<file path="config.mk">
export PLATFORM = sky130hd
export DESIGN_NAME = filtro_dht22
export DESIGN_NICKNAME = d
export VERILOG_FILES = /design/src/rtl/filtro_dht22.sv
export SDC_FILE = /design/constraint.sdc
export NUM_CORES = 1
export LEC_CHECK = 0
export ABC_AREA = 1
export ABC_CLOCK_PERIOD_IN_PS = 2680
export CAP_MARGIN = 30
export CORE_MARGIN = 2
export CORE_UTILIZATION = 41
export DETAILED_ROUTE_END_ITERATION = 10
export HOLD_SLACK_MARGIN = 0.02
export PLACE_DENSITY = 0.7
export SLEW_MARGIN = 20
export SYNTH_ARGS = -nofsm -noshare
export SYNTH_HDL_FRONTEND = slang
export SYNTH_SLANG_ARGS = --single-unit
</file>
<file path="constraint.sdc">
create_clock -name clk -period 2.68 [get_ports clk]
set_input_delay 0.536 -clock clk [delete_from_list [all_inputs] [get_ports clk]]
set_output_delay 0.536 -clock clk [all_outputs]
set_load 0.01 [all_outputs]
</file>
<file path="src/rtl/filtro_dht22.sv">
// rtl/filtro_dht22.sv - DHT22 frame validator with 4-sample moving average and stale-data flag
//
// Ports:
//   clk             system clock, rising edge
//   reset_n         asynchronous active-low reset
//   umidade_in      humidity, tenths of %RH, unsigned
//   temperatura_in  temperature, tenths of degC, sign-magnitude (bit15 = sign)
//   dados_prontos   frame-ready level; a rising edge marks a new frame
//   checksum_ok     frame checksum status, valid with dados_prontos
//   umidade_out     averaged humidity, same format as umidade_in
//   temperatura_out averaged temperature, same format as temperatura_in
//   amostra_valida  at least one frame accepted since reset
//   nova_amostra    one-cycle pulse when the outputs update
//   dados_velhos    no accepted frame for STALE_CYCLES cycles
//   contador_erros  saturating count of rejected frames
module filtro_dht22 #(
    parameter int STALE_CYCLES = 300_000_000
) (
    input  logic        clk,
    input  logic        reset_n,
    input  logic [15:0] umidade_in,
    input  logic [15:0] temperatura_in,
    input  logic        dados_prontos,
    input  logic        checksum_ok,
    output logic [15:0] umidade_out,
    output logic [15:0] temperatura_out,
    output logic        amostra_valida,
    output logic        nova_amostra,
    output logic        dados_velhos,
    output logic [7:0]  contador_erros
);

    localparam int CW = $clog2(STALE_CYCLES + 1);
    localparam logic [CW-1:0] STALE_MAX = CW'(STALE_CYCLES);

    typedef enum logic [1:0] {OCIOSO, VALIDA, ACUMULA, PUBLICA} estado_t;

    estado_t        estado;
    estado_t        proximo;
    logic           prontos_q;
    logic           borda;
    logic [15:0]    cap_u;
    logic [15:0]    cap_t;
    logic           cap_ok;
    logic           aceito;
    logic [11:0]    t_mag;
    logic [11:0]    temp_nova;
    logic [9:0]     hist_u [4];
    logic [11:0]    hist_t [4];
    logic           preload;
    logic [11:0]    soma_u;
    logic [13:0]    soma_t;
    logic [13:0]    mag_t;
    logic [15:0]    temp_pub;
    logic [CW-1:0]  idade;

    assign borda = dados_prontos & ~prontos_q;

    // Range check on the captured frame; -0 (0x8000) is a legal reading.
    always_comb begin
        aceito = cap_ok && (cap_u <= 16'd1000) &&
                 (cap_t[15] ? (cap_t[14:0] <= 15'd400) : (cap_t[14:0] <= 15'd1250));
    end

    // An accepted magnitude is at most 1250, so bits 14:11 are always zero here.
    always_comb begin
        t_mag     = {1'b0, cap_t[10:0]};
        temp_nova = cap_t[15] ? (12'd0 - t_mag) : t_mag;
    end

    always_comb begin
        proximo = estado;
        case (estado)
            OCIOSO:  if (borda) proximo = VALIDA;
            VALIDA:  proximo = aceito ? ACUMULA : OCIOSO;
            ACUMULA: proximo = PUBLICA;
            PUBLICA: proximo = OCIOSO;
            default: proximo = OCIOSO;
        endcase
    end

    always_ff @(posedge clk or negedge reset_n) begin
        if (!reset_n) begin
            estado <= OCIOSO;
        end else begin
            estado <= proximo;
        end
    end

    // Edge register runs in every state; edges seen outside OCIOSO are simply dropped.
    always_ff @(posedge clk or negedge reset_n) begin
        if (!reset_n) begin
            prontos_q <= 1'b0;
            cap_u     <= '0;
            cap_t     <= '0;
            cap_ok    <= 1'b0;
        end else begin
            prontos_q <= dados_prontos;
            if (estado == OCIOSO && borda) begin
                cap_u  <= umidade_in;
                cap_t  <= temperatura_in;
                cap_ok <= checksum_ok;
            end
        end
    end

    // History: index 0 is newest. The first frame after reset fills all four
    // slots so the average starts at the first reading instead of ramping from 0.
    always_ff @(posedge clk or negedge reset_n) begin
        if (!reset_n) begin
            preload <= 1'b0;
            for (int i = 0; i < 4; i++) begin
                hist_u[i] <= '0;
                hist_t[i] <= '0;
            end
        end else if (estado == VALIDA && aceito) begin
            preload <= 1'b1;
            if (!preload) begin
                for (int i = 0; i < 4; i++) begin
                    hist_u[i] <= cap_u[9:0];
                    hist_t[i] <= temp_nova;
                end
            end else begin
                for (int i = 3; i > 0; i--) begin
                    hist_u[i] <= hist_u[i-1];
                    hist_t[i] <= hist_t[i-1];
                end
                hist_u[0] <= cap_u[9:0];
                hist_t[0] <= temp_nova;
            end
        end
    end

    always_ff @(posedge clk or negedge reset_n) begin
        if (!reset_n) begin
            soma_u <= '0;
            soma_t <= '0;
        end else if (estado == ACUMULA) begin
            soma_u <= 12'(hist_u[0]) + 12'(hist_u[1]) + 12'(hist_u[2]) + 12'(hist_u[3]);
            soma_t <= {{2{hist_t[0][11]}}, hist_t[0]} + {{2{hist_t[1][11]}}, hist_t[1]} +
                      {{2{hist_t[2][11]}}, hist_t[2]} + {{2{hist_t[3][11]}}, hist_t[3]};
        end
    end

    // Divide the magnitude, not the signed sum, so the result truncates toward
    // zero; a zero quotient always comes out as +0.
    always_comb begin
        mag_t = soma_t[13] ? (14'd0 - soma_t) : soma_t;
        if (mag_t[13:2] == 12'd0) begin
            temp_pub = 16'h0000;
        end else begin
            temp_pub = {soma_t[13], 3'b000, mag_t[13:2]};
        end
    end

    always_ff @(posedge clk or negedge reset_n) begin
        if (!reset_n) begin
            umidade_out     <= '0;
            temperatura_out <= '0;
            amostra_valida  <= 1'b0;
            nova_amostra    <= 1'b0;
            contador_erros  <= '0;
        end else begin
            nova_amostra <= (estado == PUBLICA);
            if (estado == PUBLICA) begin
                umidade_out     <= {6'b000000, soma_u[11:2]};
                temperatura_out <= temp_pub;
                amostra_valida  <= 1'b1;
            end
            if (estado == VALIDA && !aceito && contador_erros != 8'hFF) begin
                contador_erros <= contador_erros + 8'd1;
            end
        end
    end

    // Cycles since the last publication (or reset), saturating at the threshold.
    always_ff @(posedge clk or negedge reset_n) begin
        if (!reset_n) begin
            idade <= '0;
        end else if (estado == PUBLICA) begin
            idade <= '0;
        end else if (idade != STALE_MAX) begin
            idade <= idade + 1'b1;
        end
    end

    assign dados_velhos = (idade == STALE_MAX);

endmodule

</file>
Yosys cells after proc, flatten, opt, wreduce, memory -nomap -nowiden
Index checks and enable logic that the tools add are counted.

cells by class
  add/subtract/negate cells = 10
  muxes and demuxes = 11
  bitwise gates (word level) = 2
  $lt $le $gt $ge = 3
  eq/ne operators = 7
  reduce and logical (&&, ||, !) cells = 10

operator list
  operator               count
  $mux 29                2
  $mux 36                1
  $mux 30                1
  $add 29x1->29 const B  1
  $eq 29x29->1 const B   1
  $ne 29x29->1 const B   1
  $le 16x10->1 const B   1
  $mux 16                1
  $le 15x11->1 const B   1
  $le 15x9->1 const B    1
  $add 13x12->14         1
  $add 14x14->14         1
  $mux 14                1
  $sub 1x14->14 const A  1
  $add 12x12->13         1
  $add 11x10->12         1
  $add 12x10->12         1
  $logic_not 12->1       1
  $mux 12                1
  $sub 1x11->12 const A  1
  $add 10x10->11         1
  $add 8x1->8 const B    1
  $ne 8x8->1 const B     1
  $pmux 2 s4             1
  other kinds (11)       18

word-level totals
  output and inout port bits = 43
  word-level logic and storage cells = 65
  register bits = 216
  bits of input ports = 36

Longest topological paths before layout
Gate-level depths: netlist of the first run.

  word-level depth = 6
  mapped depth = 16

Worst setup path after synthesis of the first run
No wires, ideal clock.

  path kind = flip-flop to flip-flop
  from = register hist_t[13] (netlist name)
  to = register soma_t[13]
  slack = -0.227 ns
  data required time = 2.562 ns
  stages on the path, launching flop included = 14
  period minus slack after synthesis = 2.907 ns
  library setup time = 0.118 ns
  path buffers = 0
  data arrival time = 2.790 ns
  cell sequence = dfrtp_1 inv_1 fa_1 fa_1 inv_1 ha_1 fa_1 nand3_1 nand2_1 nand3_1 nand3_1 or2_2 nand3_1 nand2_1

between the ends
  longest elaborated chain between the ends = 2

ends and longest elaborated chain
  what                             line  source
  start, declared                  49    logic [11:0] hist_t [4];
  start signal, assigned by index  121   hist_t[i] <= temp_nova;
  start signal, assigned by index  126   hist_t[i] <= hist_t[i-1];
  $add 13x12->14                   140   soma_t <= {{2{hist_t[0][11]}}, hist_t[0]} + {{2{hist_t[1][11]}}, hist_t[1]} +
  $add 14x14->14                   141   {{2{hist_t[2][11]}}, hist_t[2]} + {{2{hist_t[3][11]}}, hist_t[3]};
  end signal, assigned             140
  end, declared                    52    logic [13:0] soma_t;

No other way between the ends.
A chain may end at the register's enable or synchronous reset.

Final worst setup path of the first run
  from = register hist_u[1] (netlist name)
  to = register soma_u[9]

between the ends
  longest elaborated chain between the ends = 1

ends and longest elaborated chain
  what                             line  source
  start, declared                  48    logic [9:0] hist_u [4];
  start signal, assigned by index  120   hist_u[i] <= cap_u[9:0];
  start signal, assigned by index  125   hist_u[i] <= hist_u[i-1];
  $add 12x10->12                   139   soma_u <= 12'(hist_u[0]) + 12'(hist_u[1]) + 12'(hist_u[2]) + 12'(hist_u[3]);
  end signal, assigned             139
  end, declared                    51    logic [11:0] soma_u;

No other way between the ends.

==> results.ini, run 1 <==
[outcome]
status=finished, violations left
violations=negative setup slack

[floorplanning]
die_h_um=175
die_w_um=175
ioPinCount=79
start_util=0.418
rows=62
dieArea_sq_um=30700
core_area_sq_um=28800

[clocking]
cts_inserted_buffers=24
root_buffer=clkbuf_16
cts-hold-fix-buffers=0
cts_max_level=1
clk_pin_slew_ns=0.06
clk_path_buf_depth=3
cts.sinks=211
cts_tree=yes
clk_latency_ns=0.52

[route]
wl_per_cell_um=13.2
via_per_inst=4.88
detail-route-antenna-nets=0
dr.first_iter.drc_count=620
vias=9706
dr.pass1.iters=4
wl_mm=26.3
drc=0

[logic_synthesis]
netlist_instances=1453
synth_top_family_by_area=simple AND/OR/NAND/NOR gates
synthAdderAreaFrac=0.102
synth-seq-cells=211
ys_seq_area_frac=0.439
avgSynthCellArea_sq_um=8.28
synthFlopType=dfrtp_1
mappedNetlistArea_sq_um=12000
synth_xor_xnor_area_share=0.0204
synth-simple-area-share=0.204
ys_warn_count=0
ys_types=42
synthMuxAreaShare=0.0169
synth-compound-area-share=0.120
synth_edf_count=0
async_flop_share=1.00

[timing]
clock_skew_ns=0.0200
period_share=1.05
fin_crit_ns=2.80
max_freq_ghz=0.357
relSlewSlack=0.456
slew_violations=0
rsz0062_at_grt=true
final_hold_viol_count=0
finalHoldWorstSlack_ns=0.0834
worst_slack_ns=-0.123
tns_ns=-0.608
worstMarginPinSlew_ns=0.816
setup-violations-final=10

[place]
post_dp_cell_area_sq_um=13600
dpl.hpwl_mm=17.8
port_buffers=69
globalplace.congestion=0.865
placedCellCount=1937

[power_and_ir_drop]
powerDensity_nw_per_um2=521
peakVddDrop_mv=0.505
swShare=0.253
p_seq_frac=0.453
p_int_uw=5790
leakage_uw=0.00699
switchingPower_uw=1960
total_power_uw=7750
p_comb_frac=0.110
clkPwrFrac=0.437

[setup_path]
worstPathArrival_ns=3.26
required_ns=3.13
endpoint_kind=flip-flop
start_kind=flip-flop
path_class=reg -> reg
path_max_fanout=2

[layout]
final_nets=1696
drive_above_1_share=0.162
diodes=0
syn_to_final_growth_pct=23.7
design_area_sq_um=14900
nFillCells=2621
fin_cells=1988

[global_route]
antenna_found_initial=0
grt_pass1_vias=9458
grt_first_pass_wirelength_mm=44.9
grt_max_degree=118
grt_overflow=0
grtUsageTotal=0.173

[min_path]
hp-class=in -> async

[run]
max-cap-violations=0

[power groups by stage]
stage          Clock (uW)  Sequential [uW]  Combinational [uW]
2_1_floorplan           0             3530                 540
3_3_place_gp            0             3550                 819
3_5_place_dp            0             3560                 841
4_1_cts              3480             3510                 857
5_1_grt              3600             3530                 981
6_report             3390             3510                 853
[metal layers]
layer	vias up	track usage	part of all wire
li1	4885	-	-
met1	4542	0.259	0.49
met2	229	0.269	0.44
met3	50	0.0245	0.047
met4	0	0.0375	0.023
met5	-	0	0
[path summary, 6_finish.rpt]
check	start	endpoint	slack [ns]	cells past startpoint
max reg2reg	hist_u[1]	soma_u[9]	-0.12	16
min in group clk	amostra_valida	amostra_valida	0.46	1
min	reset_n	temperatura_out[1]	0.08	1
max	hist_u[1]	soma_u[9]	-0.12	16
min reg2reg	amostra_valida	amostra_valida	0.46	1
max in group asynchronous	reset_n	hist_t[43]	1.85	2
[layout by cell type (no fill, tap or decap), types with 3 or more instances in the layout]
master / netlist / routed
nand2_1: 358 / 351
dfrtp_1: 211 / 211
inv_1: 208 / 191
o21ai_0: 123 / 109
o21ai_1: 74 / 84
buf_4: 13 / 84
nor2_1: 86 / 80
clkdlybuf4s50_1: 0 / 67
nand3_1: 57 / 48
a21oi_1: 60 / 43
fa_1: 45 / 43
clkbuf_16: 0 / 25
xor2_1: 21 / 21
inv_2: 5 / 20
nand4_1: 19 / 19
mux2_2: 18 / 18
nand3_2: 6 / 15
ha_4: 0 / 14
nor3_1: 15 / 13
a21oi_2: 1 / 13
ha_1: 26 / 11
nor2_2: 4 / 9
conb_1: 1 / 9
nand2_2: 1 / 7
or2_2: 8 / 6
xnor2_1: 7 / 6
clkinv_2: 0 / 6
nor4_1: 7 / 5
nand3b_1: 5 / 5
a31oi_1: 5 / 5
o211ai_1: 5 / 5
o21bai_1: 5 / 5
a21oi_4: 0 / 5
clkbuf_8: 0 / 5
buf_12: 0 / 5
nor2_4: 3 / 4
o21ai_2: 0 / 3
clkbuf_1: 22 / 3
bufinv_16: 0 / 3
[layout make-up]
type,count,area (sq um),share of cell area
multi-input cells,978,6050,0.407
repair buffers,159,1440,0.0965
well taps,384,480,0.0323
clock buffers,32,692,0.0465
inverters,215,815,0.0548
flip-flops and latches,211,5280,0.355
clock inverters,9,120,0.00808
[synthesized netlist by cell type, types with 13 or more instances]
library cell  count  share of area
nor2_1           86          0.027
nand3_1          57          0.024
nand4_1          19         0.0099
clkbuf_1         22         0.0069
ha_1             26          0.027
buf_4            13         0.0081
nand2_1         358           0.11
a21oi_1          60          0.025
o21ai_0         123          0.051
xor2_1           21          0.015
dfrtp_1         211           0.44
o21ai_1          74          0.031
fa_1             45          0.075
mux2_2           18          0.017
inv_1           208          0.065
nor3_1           15         0.0062
[sequential cells by signal, summed over array words and instances (netlist names), named ones only]
name / cells
amostra_valida: 1
cap_ok: 1
cap_t: 16
cap_u: 16
contador_erros: 8
estado: 1
hist_t: 48
hist_u: 40
idade: 29
nova_amostra: 1
preload: 1
prontos_q: 1
soma_t: 14
soma_u: 10
temperatura_out: 13
umidade_out: 10
[repair_timing]
action | 4_1_cts | 5_1_grt
buffers inserted | 7 | 5
setup endpoints to repair | 16 | 21
pin swaps | 29 | 29
gates resized for setup | 54 | 51
[per-stage QoR]
step / setup slack (ns) / util
2_1_floorplan: -0.0531 / -
3_3_place_gp: -0.145 / 0.471
3_5_place_dp: -0.210 / 0.471
4_1_cts: -0.0907 / 0.510
5_1_grt: -0.352 / 0.517
6_report: -0.123 / 0.517
[logic make-up (layout without fill, tap and decap cells)]
logic type,after synthesis,after routing
adders and majority gates,71,71
xor gates and xnor gates,28,28
buffers and inverters,272,415
muxes,18,18
DFF,211,211
other,1,9
AOI/OAI and AO/OA,279,279
and+or+nand+nor,573,573
[critical path: stages, from the launching register on]
cell and delay, ns:
dfrtp_1 0.33, inv_2 0.04, fa_1 0.52, inv_1 0.05, fa_1 0.49, nand3_2 0.09, fa_2 0.36, inv_2 0.08
nand3_2 0.06, nand2_2 0.07, inv_2 0.04, o21bai_1 0.17, nand3_1 0.09, nand2_1 0.07, xor2_1 0.14, nand2_1 0.06
nand2_1 0.08
Note: power is estimated with default switching activity, not from simulation.
==> run 2: changes to the inputs <==
--- a/config.mk
+++ b/config.mk
@@ -17,3 +17,4 @@
 export SYNTH_ARGS = -nofsm -noshare
 export SYNTH_HDL_FRONTEND = slang
 export SYNTH_SLANG_ARGS = --single-unit
+export TNS_END_PERCENT = 10
==> run 2 against run 1 <==
  * The run still ends with negative setup slack left
  * Register-to-register slack is essentially flat
  * Clock skew shrank 0.0036 ns
  * Count of clock-buffer cells in the layout is the same
  * Final area down 2.3%
  * Sequential share of layout area grew 0.83 points
  * First-iteration DRC count decreased by 11%
  * Global-route usage down 0.20 points
  * Cell count shrank 0.45%
  * Clock power hardly changed
  * Critical path depth fell by 1
  * Routed wire length shrank 3.3%
  * Combinational power down 0.9%
  * Largest cell class unchanged
==> results.ini, run 2 (synthesis gave the netlist of run 1 again) <==
[setup_path]
endpoint_kind=flip-flop
path_class=reg -> reg
worstPathArrival_ns=3.21  ; -0.05 ns
required_ns=3.07  ; -0.06 ns
path_max_fanout=2  ; unchanged
start_kind=flip-flop

[layout]
mostFrequentLayoutCells=nand2_1, dfrtp_1, inv_1
nFillCells=2694  ; +2.8%
final_nets=1687  ; -0.53%
regMostFlops=hist_t
drive_above_1_share=0.127  ; -0.0348
final_common_cell=nand2_1
syn_to_final_growth_pct=20.8
largest_reg_flops=48  ; unchanged
diodes=0  ; unchanged
fin_cells=1979  ; -0.45%
reg_top3=hist_t (48), hist_u (40), idade (29)

[route]
dr.first_iter.drc_count=554  ; -11%
vias=9618  ; -0.91%
dr.pass1.iters=5  ; +1
wl_per_cell_um=12.9  ; -2.8%
via_per_inst=4.86  ; -0.46%
detail-route-antenna-nets=0  ; unchanged
drc=0  ; unchanged
wl_mm=25.4  ; -3.3%

[min_path]
hp-class=in -> async

[clocking]
clk_path_buf_depth=3  ; unchanged
cts_inserted_buffers=24  ; unchanged
cts_tree=yes
cts_max_level=1  ; unchanged
cts-hold-fix-buffers=0  ; unchanged
cts.sinks=211  ; unchanged
clk_pin_slew_ns=0.06  ; about the same
clk_latency_ns=0.52  ; about the same
root_buffer=clkbuf_16

[power_and_ir_drop]
swShare=0.252  ; -0.00109
total_power_uw=7730  ; -0.22%
p_seq_frac=0.454  ; about the same
powerDensity_nw_per_um2=532  ; +2.1%
switchingPower_uw=1950  ; -0.65%
p_comb_frac=0.109  ; about the same
leakage_uw=0.00690  ; -1.4%
peakVddDrop_mv=0.507  ; +0.29%
clkPwrFrac=0.437  ; about the same
p_int_uw=5790  ; about the same

[run]
max-cap-violations=0  ; unchanged

[timing]
period_share=1.05  ; +0.00522
rsz0062_at_grt=true
relSlewSlack=0.455  ; -0.00113
worst_slack_ns=-0.136  ; -0.0140 ns
fin_crit_ns=2.82  ; +0.0140 ns
slew_violations=0  ; unchanged
final_hold_viol_count=0  ; unchanged
clock_skew_ns=0.0165  ; -0.00358 ns
setup-violations-final=12  ; +2
worstMarginPinSlew_ns=0.818  ; +0.00170 ns
max_freq_ghz=0.355  ; -0.50%

[global_route]
antenna_found_initial=0  ; unchanged
grt_first_pass_wirelength_mm=44.4  ; -1.1%
grt_max_degree=118  ; unchanged
grt_overflow=0  ; unchanged
grtUsageTotal=0.171  ; -0.00203
grt_pass1_vias=9311  ; -1.6%

[place]
dpl.hpwl_mm=17.8  ; unchanged
port_buffers=69  ; unchanged
dp_slack_ns=-0.210  ; unchanged
placedCellCount=1937  ; unchanged
globalplace.congestion=0.865  ; unchanged

[floorplanning]
rows=62  ; unchanged
die_h_um=175  ; unchanged
die_w_um=175  ; unchanged
core_area_sq_um=28800  ; unchanged
dieArea_sq_um=30700  ; unchanged
ioPinCount=79  ; unchanged
start_util=0.418  ; unchanged

[outcome]
status=finished, violations left
violations=negative setup slack

[run 2: cell count changes in the layout (fill, tap and decap cells not counted), moves of 7 or more]
| cell | previous run | this run |
|---|---|---|
| ha_1 | 11 | 19 |
| ha_4 | 14 | 7 |
| inv_2 | 20 | 9 |
| a21oi_1 | 43 | 51 |
| buf_4 | 84 | 76 |
| inv_1 | 191 | 203 |
| o21ai_0 | 109 | 117 |
[run 2: cell type report]
| type | instances | area (sq um) | share of cell area |
|---|---|---|---|
| clock buffers | 32 | 692 | 0.0476 |
| multi-input cells | 978 | 5780 | 0.398 |
| clock inverters | 9 | 120 | 0.00827 |
| repair buffers | 150 | 1360 | 0.0939 |
| well taps | 384 | 480 | 0.0331 |
| flip-flops and latches | 211 | 5280 | 0.363 |
| inverters | 215 | 810 | 0.0557 |
[run 2: final timing paths]
path	start	to	slack, ns	depth (start not counted)
max	hist_u[1]	soma_u[7]	-0.14	15
min	reset_n	temperatura_out[1]	0.08	1
max reg2reg	hist_u[1]	soma_u[7]	-0.14	15
min reg2reg	amostra_valida	amostra_valida	0.46	1
max in group asynchronous	reset_n	hist_t[43]	1.86	2
min in group clk	amostra_valida	amostra_valida	0.46	1
[run 2: worst max-delay path: stages, from the launching register on]
cell and delay [ns]:
dfrtp_1 0.33, inv_2 0.04, fa_1 0.52, inv_1 0.05
fa_1 0.48, nand3_2 0.08, fa_2 0.35, inv_2 0.07
nand3_2 0.06, nand2_2 0.07, inv_2 0.04, o21bai_1 0.17
buf_4 0.14, buf_4 0.10, xnor2_2 0.11, o21ai_1 0.07
[run 2: per-layer routing]
metal	share of wire	up-vias	GRT usage	wire length [um]
met5	0	-	0	0
met4	0.019	0	0.0351	482
met3	0.047	31	0.0240	1210
met2	0.43	211	0.262	10900
met1	0.50	4503	0.260	12800
li1	-	4873	-	-
[run 2: what timing repair did]
item / in CTS / in global routing
gates cloned: 0 / 0
gates resized for setup: 21 / 11
setup endpoints to repair: 16 / 19
pin swaps: 9 / 7
buffers inserted: 0 / 1
[run 2: power groups by stage]
stage / clock network (uW) / logic (uW) / registers (uW)
floorplan: 0 / 540 / 3530
global placement: 0 / 819 / 3550
detailed placement: 0 / 841 / 3560
CTS: 3480 / 853 / 3510
global route: 3600 / 973 / 3530
finish: 3380 / 845 / 3510
[run 2: through the flow]
stage | utilization | hold WS (ns) | TNS (ns) | area, sq um
2_1_floorplan | - | 0.240 | -0.142 | 12100
3_3_place_gp | 0.471 | 0.452 | -0.833 | 13600
3_5_place_dp | 0.471 | 0.459 | -1.53 | 13600
4_1_cts | 0.503 | 0.102 | -0.932 | 14500
5_1_grt | 0.505 | 0.149 | -3.22 | 14500
6_report | 0.505 | 0.0849 | -0.995 | 14500
==> run 3: changes to the inputs <==
--- a/config.mk
+++ b/config.mk
@@ -13,7 +13,6 @@
 export DETAILED_ROUTE_END_ITERATION = 10
 export HOLD_SLACK_MARGIN = 0.02
 export PLACE_DENSITY = 0.7
-export SLEW_MARGIN = 20
 export SYNTH_ARGS = -nofsm -noshare
 export SYNTH_HDL_FRONTEND = slang
 export SYNTH_SLANG_ARGS = --single-unit
==> results of run 3 <==
Final layout, timing and power as in run 2 (identical DEF).
